==> src/rtl/param_shift_register.sv <==
// Parametrised multi-mode shift register: DEPTH stages of WIDTH bits with
// forward/reverse shift, rotate, parallel load, synchronous clear and hold.
// Each stage carries a valid flag; count is the popcount of those flags and
// tap_q exposes one selectable stage.
module param_shift_register #(
    parameter int WIDTH = 1,
    parameter int DEPTH = 2,
    parameter int SELW  = $clog2(DEPTH),
    parameter int CNTW  = $clog2(DEPTH + 1)
) (
    input  logic                     clk,
    input  logic                     rst_n,
    input  logic                     en,
    input  logic [2:0]               mode,
    input  logic [WIDTH-1:0]         sin_fwd,
    input  logic [WIDTH-1:0]         sin_rev,
    input  logic [WIDTH*DEPTH-1:0]   pload,
    input  logic [SELW-1:0]          tap_sel,
    output logic [WIDTH*DEPTH-1:0]   q_flat,
    output logic [WIDTH-1:0]         sout_fwd,
    output logic [WIDTH-1:0]         sout_rev,
    output logic [WIDTH-1:0]         tap_q,
    output logic [DEPTH-1:0]         valid,
    output logic [CNTW-1:0]          count
);

    localparam logic [2:0] MODE_HOLD      = 3'b000;
    localparam logic [2:0] MODE_SHIFT_FWD = 3'b001;
    localparam logic [2:0] MODE_SHIFT_REV = 3'b010;
    localparam logic [2:0] MODE_ROT_FWD   = 3'b011;
    localparam logic [2:0] MODE_ROT_REV   = 3'b100;
    localparam logic [2:0] MODE_LOAD      = 3'b101;
    localparam logic [2:0] MODE_CLEAR     = 3'b110;

    // tap_sel can address up to 2**SELW stages; entries past DEPTH read as zero
    localparam int TAPN = 2 ** SELW;

    logic [WIDTH-1:0] stage_q [DEPTH];
    logic [WIDTH-1:0] stage_d [DEPTH];
    logic [DEPTH-1:0] valid_q;
    logic [DEPTH-1:0] valid_d;
    logic [WIDTH-1:0] tap_arr [TAPN];

    // Next-state: mode is only decoded when en is high, so an unknown mode
    // while disabled cannot disturb the stored state. Mode 111 falls to hold.
    always_comb begin
        stage_d = stage_q;
        valid_d = valid_q;
        if (en) begin
            case (mode)
                MODE_HOLD: begin
                end
                MODE_SHIFT_FWD: begin
                    stage_d[0] = sin_fwd;
                    for (int i = 1; i < DEPTH; i++) stage_d[i] = stage_q[i-1];
                    valid_d = {valid_q[DEPTH-2:0], 1'b1};
                end
                MODE_SHIFT_REV: begin
                    stage_d[DEPTH-1] = sin_rev;
                    for (int i = 0; i < DEPTH - 1; i++) stage_d[i] = stage_q[i+1];
                    valid_d = {1'b1, valid_q[DEPTH-1:1]};
                end
                MODE_ROT_FWD: begin
                    stage_d[0] = stage_q[DEPTH-1];
                    for (int i = 1; i < DEPTH; i++) stage_d[i] = stage_q[i-1];
                    valid_d = {valid_q[DEPTH-2:0], valid_q[DEPTH-1]};
                end
                MODE_ROT_REV: begin
                    stage_d[DEPTH-1] = stage_q[0];
                    for (int i = 0; i < DEPTH - 1; i++) stage_d[i] = stage_q[i+1];
                    valid_d = {valid_q[0], valid_q[DEPTH-1:1]};
                end
                MODE_LOAD: begin
                    for (int i = 0; i < DEPTH; i++) stage_d[i] = pload[i*WIDTH +: WIDTH];
                    valid_d = '1;
                end
                MODE_CLEAR: begin
                    for (int i = 0; i < DEPTH; i++) stage_d[i] = '0;
                    valid_d = '0;
                end
                default: begin
                end
            endcase
        end
    end

    // State register; reset wipes every stage and valid flag immediately
    always_ff @(posedge clk or negedge rst_n) begin
        if (!rst_n) begin
            for (int i = 0; i < DEPTH; i++) stage_q[i] <= '0;
            valid_q <= '0;
        end else begin
            stage_q <= stage_d;
            valid_q <= valid_d;
        end
    end

    // Flatten stages onto q_flat, stage i in slice i
    always_comb begin
        q_flat = '0;
        for (int i = 0; i < DEPTH; i++) q_flat[i*WIDTH +: WIDTH] = stage_q[i];
    end

    // Zero-padded tap table so out-of-range selects read 0
    always_comb begin
        for (int i = 0; i < TAPN; i++) tap_arr[i] = '0;
        for (int i = 0; i < DEPTH; i++) tap_arr[i] = stage_q[i];
    end

    // Occupancy is the popcount of the valid flags
    always_comb begin
        count = '0;
        for (int i = 0; i < DEPTH; i++) count = count + CNTW'(valid_q[i]);
    end

    assign tap_q    = tap_arr[tap_sel];
    assign sout_fwd = stage_q[DEPTH-1];
    assign sout_rev = stage_q[0];
    assign valid    = valid_q;

endmodule

==> config.mk <==
export PLATFORM = sky130hd
export DESIGN_NAME = param_shift_register
export DESIGN_NICKNAME = d
export VERILOG_FILES = /design/src/rtl/param_shift_register.sv
export SDC_FILE = /design/constraint.sdc
export NUM_CORES = 1
export LEC_CHECK = 0
export CAP_MARGIN = 20
export CELL_PAD_IN_SITES_DETAIL_PLACEMENT = 0
export CELL_PAD_IN_SITES_GLOBAL_PLACEMENT = 1
export CORE_ASPECT_RATIO = 0.75
export CORE_MARGIN = 5
export CORE_UTILIZATION = 25
export CTS_CLUSTER_DIAMETER = 50
export DETAILED_ROUTE_END_ITERATION = 8
export GPL_TIMING_DRIVEN = 0
export PLACE_DENSITY = 0.75
export SLEW_MARGIN = 0
export SYNTH_ARGS = -nofsm -noshare
export SYNTH_HDL_FRONTEND = slang
export SYNTH_SLANG_ARGS = --single-unit
==> constraint.sdc <==
create_clock -name clk -period 1.3 [get_ports clk]
set_clock_uncertainty 0.2 [all_clocks]
set_input_delay 0.39 -clock clk [delete_from_list [all_inputs] [get_ports clk]]
set_output_delay 0.39 -clock clk [all_outputs]
set_load 0.005 [all_outputs]
## Word level (Yosys, flattened, before mapping)

Index checks and enable logic that the tools add are counted.

- Bits in registers: 4
- Bits of input ports: 11
- Word-level logic and storage cells: 20

- $add $sub $neg: 1
- Magnitude comparators: 1
- Equality and inequality tests: 6
- Multiplexer cells: 5
- Bitwise operators: 1
- Reductions and logical operators: 3

Operators with widths:

| operator | number |
|---|---|
| case mux 2 bit (5 select lines) | 2 |
| equality test 3 bit, second input constant | 3 |
| equality test 3 x 2 -> 1 bit, second input constant | 2 |
| nonzero test 5 bit | 1 |
| equality test 3 x 1 -> 1 bit, second input constant | 1 |
| 2-to-1 mux 1 bit | 3 |
| adder 1 x 1 -> 2 bit | 1 |
| >= comparator 2 bit, second input constant | 1 |
| NOT 1 -> 2 bit | 1 |
| AND reduction 2 bit | 1 |
| OR reduction 2 bit | 1 |

## Longest topological paths before layout

- Depth in word-level cells: 4
- Gate-level depth with buffers: 5

## Worst setup path after synthesis

Ideal clock, no wire load.

- Path kind: in2reg
- Start point: in mode[2]
- End point: reg stage_q, in the netlist sout_fwd
- Data arrival time: 1052 ps
- Required time: 974 ps
- Path slack: -78 ps
- Cell stages on the path: 5
- Path buffers: 2
- Path through: buf_4 > buf_6 > nand3_1 > o21ai_0 > a221o_1

- Word-level cells in the longest chain between the ends: 4

RTL lines:

| item | RTL line | RTL |
|---|---|---|
| start, declared | 14 | `input logic [2:0] mode,` |
| equality test 3 bit or equality test 3 x 2 -> 1 bit (tied branches) | 50 | `case (mode)` |
| OR reduction 2 bit (no source line) | -- |  |
| nonzero test 5 bit (no source line) | -- |  |
| AND reduction 2 bit (no source line) | -- |  |
| end signal, assigned | 93 | `stage_q <= stage_d;` |
| end, declared | 38 | `logic [WIDTH-1:0] stage_q [DEPTH];` |

Several ways; a longest one is shown, not always the timed one.
A chain may end at the register's enable or synchronous reset.

## Worst setup path after layout

- Start point: reg stage_q, in the netlist sout_rev
- End point: out tap_q

- Word-level cells in the longest chain between the ends: 3

RTL lines:

| item | RTL line | RTL |
|---|---|---|
| 2-to-1 mux 1 bit (not written as such) (3 in a row) | 116 | `assign tap_q = tap_arr[tap_sel];` |
| end, declared | 22 | `output logic [WIDTH-1:0] tap_q,` |

Every way passes these cells. The select of a mux whose other input is x is not followed.

==> impl_metrics.csv <==
group,metric,value,unit
critical_path,start_kind,"register",
power_and_ir_drop,ir_worst_vdd,0.000459,V
yosys,ys_warn_count,0,
clock_network,numCtsBuffers,3,
critical_path,end_kind,"output port",
critical_path,path_class,"register to output port",
global_route,gr-total-overflow,0,
critical_path,crit_slowest_cell,"dfrtp_1",
finish,area_delta_synth_final,101,%
drt,antenna_left,0,
floorplan,core-area,1690,sq um
power_and_ir_drop,pwr-share-clk,17.7,%
finish,final_cells,106,
floorplan,die_w,58.2,um
yosys,yosysSeqAreaShare,23.0,%
sta,drv_slew,0,
yosys,synth_nets,63,
yosys,synth-edff-count,0,
placed_design,place_area,654,sq um
drt,drt_iter0_markers,3,
clock_network,cts_root_buf,"clkbuf_4",
global_route,antenna_found_initial,0,
sta,fin_crit,1.60,ns
placed_design,port_buffers,18,
power_and_ir_drop,power_switching,0.000249,W
yosys,synth_cells,51,
power_and_ir_drop,leakage,0.386,nW
drt,wl_per_cell,13.3,um
sta,rsz0062_at_grt,"yes",
yosys,synthFlopType,"dfrtp_1",
yosys,synth_cell_types,32,
power_and_ir_drop,pwr-share-seq,21.0,%
clock_network,cts.path.max_buffers,2,
clock_network,htreeDepth,1,
yosys,syn_avg_cell_area,8.54,sq um
sta,layout_setup_ws,-0.301,ns
power_and_ir_drop,powerDensity,947,nW/um^2
yosys,syn_area,435,sq um
finish,stdcell_area,875,sq um
critical_path,crit_chain,"mux2_4 > buf_6",
placed_design,placed_cells,91,
flow_run,cap_viol_max_count,0,
sta,hold_viol_final,0,
power_and_ir_drop,combPwrFrac,61.3,%
sta,fin_tns_setup,-2.73,ns
global_route,grt_util_all_layers,10.8,%
floorplan,dieArea,2680,sq um
finish,drive_above_1_share,60.7,%
finish,nets,98,
sta,relSlewSlack,84.3,%
critical_path,critPathRequiredTime,0.71,ns
finish,layout_commonest_cell,"buf_6",
finish,diodes,0,
critical_path,cp.arrival,1.01,ns
sta,period_share,123,%
clock_network,clkTransAtPathRegs,0.03,ns
power_and_ir_drop,p_sw_share,30.1,%
drt,vias,522,
floorplan,io_pins,20,
global_route,grt_max_degree,11,
clock_network,tritoncts,"built",
drt,wl,1410,um
global_route,grt_pass1_wl,2190,um
placed_design,gp_congestion,0.706,
power_and_ir_drop,p_int,0.000579,W
global_route,grt_pass1_vias,519,
placed_design,hpwl,879,um
power_and_ir_drop,finalPower,0.000829,W
clock_network,numClockSinks,4,
floorplan,row_count,13,
yosys,ys_seq_elements,4,
sta,max_freq,625,MHz
clock_network,insertion_delay,0.23,ns
sta,setup_viol,13,
status,outcome,"finished with violations",
critical_path,cpPeakStageDelay,0.39,ns
drt,via_per_inst,4.92,
sta,worst_pin_slew,0.235,ns
drt,route.detailed.drc,0,
clock_network,ctsHoldBuffers,0,
status,failed_checks,"negative setup slack",
floorplan,die_y,46.1,um
yosys,ys_async_sr_fraction,100,%
floorplan,start_util,25.7,%
critical_path,cp_max_fo,3,
hold_path,hold_path.class,"primary input to async pin",
drt,drt_pass1_iterations,4,
[Yosys cell counts, types with 2 or more instances]
library cell / count / area share, %
buf_4: 4 / 6.9
nand3_1: 4 / 4.6
a21oi_1: 3 / 3.4
nor2_1: 3 / 2.6
inv_1: 3 / 2.6
or3_1: 2 / 2.9
dfrtp_1: 4 / 23
a31oi_1: 3 / 4.3
buf_6: 2 / 5.2
[cell type report]
type,count,area [sq um]
plain buffers,6,67.6
clock buffers,3,22.5
fillers,177,817
inverters,4,17.5
multi-input cells,36,323
flip-flops and latches,4,103
well taps,22,27.5
repair buffers,31,314
[worst paths after layout]
| path | start | end | slack (ns) | cells after the start |
|---|---|---|---|---|
| max in group asynchronous | rst_n | sout_fwd$_DFFE_PN0P_ | 0.57 | 1 |
| hold reg to reg | sout_rev$_DFFE_PN0P_ | sout_rev$_DFFE_PN0P_ | 0.54 | 3 |
| setup / recovery | sout_rev$_DFFE_PN0P_ | tap_q | -0.30 | 2 |
| min in group clk | mode[2] | valid[1]$_DFFE_PN0P_ | 0.32 | 3 |
| hold / removal | rst_n | valid[0]$_DFFE_PN0P_ | 0.16 | 1 |
| setup reg to reg | valid[1]$_DFFE_PN0P_ | valid[1]$_DFFE_PN0P_ | -0.22 | 5 |
[flip-flops by register name (all words and copies together), names as in the netlist]
| register | flops |
|---|---|
| sout_fwd | 1 |
| sout_rev | 1 |
| valid | 2 |
[worst max-delay path, delay by kind of cell, from the launching register on]
family | cells | cell delay (ns)
buffers and inverters | 1 | 0.11
flip-flops | 1 | 0.39
multiplexers | 1 | 0.28
[power by group through the flow]
| stage | combinational, W | sequential, W | clock [W] |
|---|---|---|---|
| 2_1_floorplan | 0.000140 | 0.000180 | 0 |
| 3_3_place_gp | 0.000301 | 0.000189 | 0 |
| 3_5_place_dp | 0.000303 | 0.000188 | 0 |
| 4_1_cts | 0.000454 | 0.000166 | 0.000156 |
| 5_1_grt | 0.000550 | 0.000176 | 0.000158 |
| 6_report | 0.000508 | 0.000174 | 0.000147 |
[repair_timing]
action,4_1_cts,5_1_grt
resized for setup,67,15
gates cloned,2,0
pin swaps,9,4
endpoints found under the setup margin,13,13
setup buffers,11,1
endpoints found under the hold margin,0,0
[per-layer routing]
metal	track usage, %	up-vias	part of all wire [%]
met5	0	-	0
met2	16.2	20	44
li1	-	258	-
met3	1.96	0	6.5
met4	5.56	0	0
met1	14.9	244	49
[logic make-up (layout without fill, tap and decap cells)]
group,Yosys count,in the layout,share of synthesized area (%)
AOI/OAI and AO/OA,15,15,26.1
buffers and inverters,11,44,16.7
muxes,1,1,2.59
adders and majority gates,1,1,2.87
and+or+nand+nor,19,19,28.7
DFF,4,4,23.0
[per-stage QoR]
step                setup slack (ns)  util [%]  hold WS (ns)
floorplan                    -0.0352         -        -0.106
global placement              -0.905      38.7         0.400
detailed placement            -0.912      38.7         0.399
CTS                           -0.317      48.6         0.153
global route                  -0.320      51.7         0.176
finish                        -0.301      51.7         0.159
Note: power is estimated with default switching activity, not from simulation.
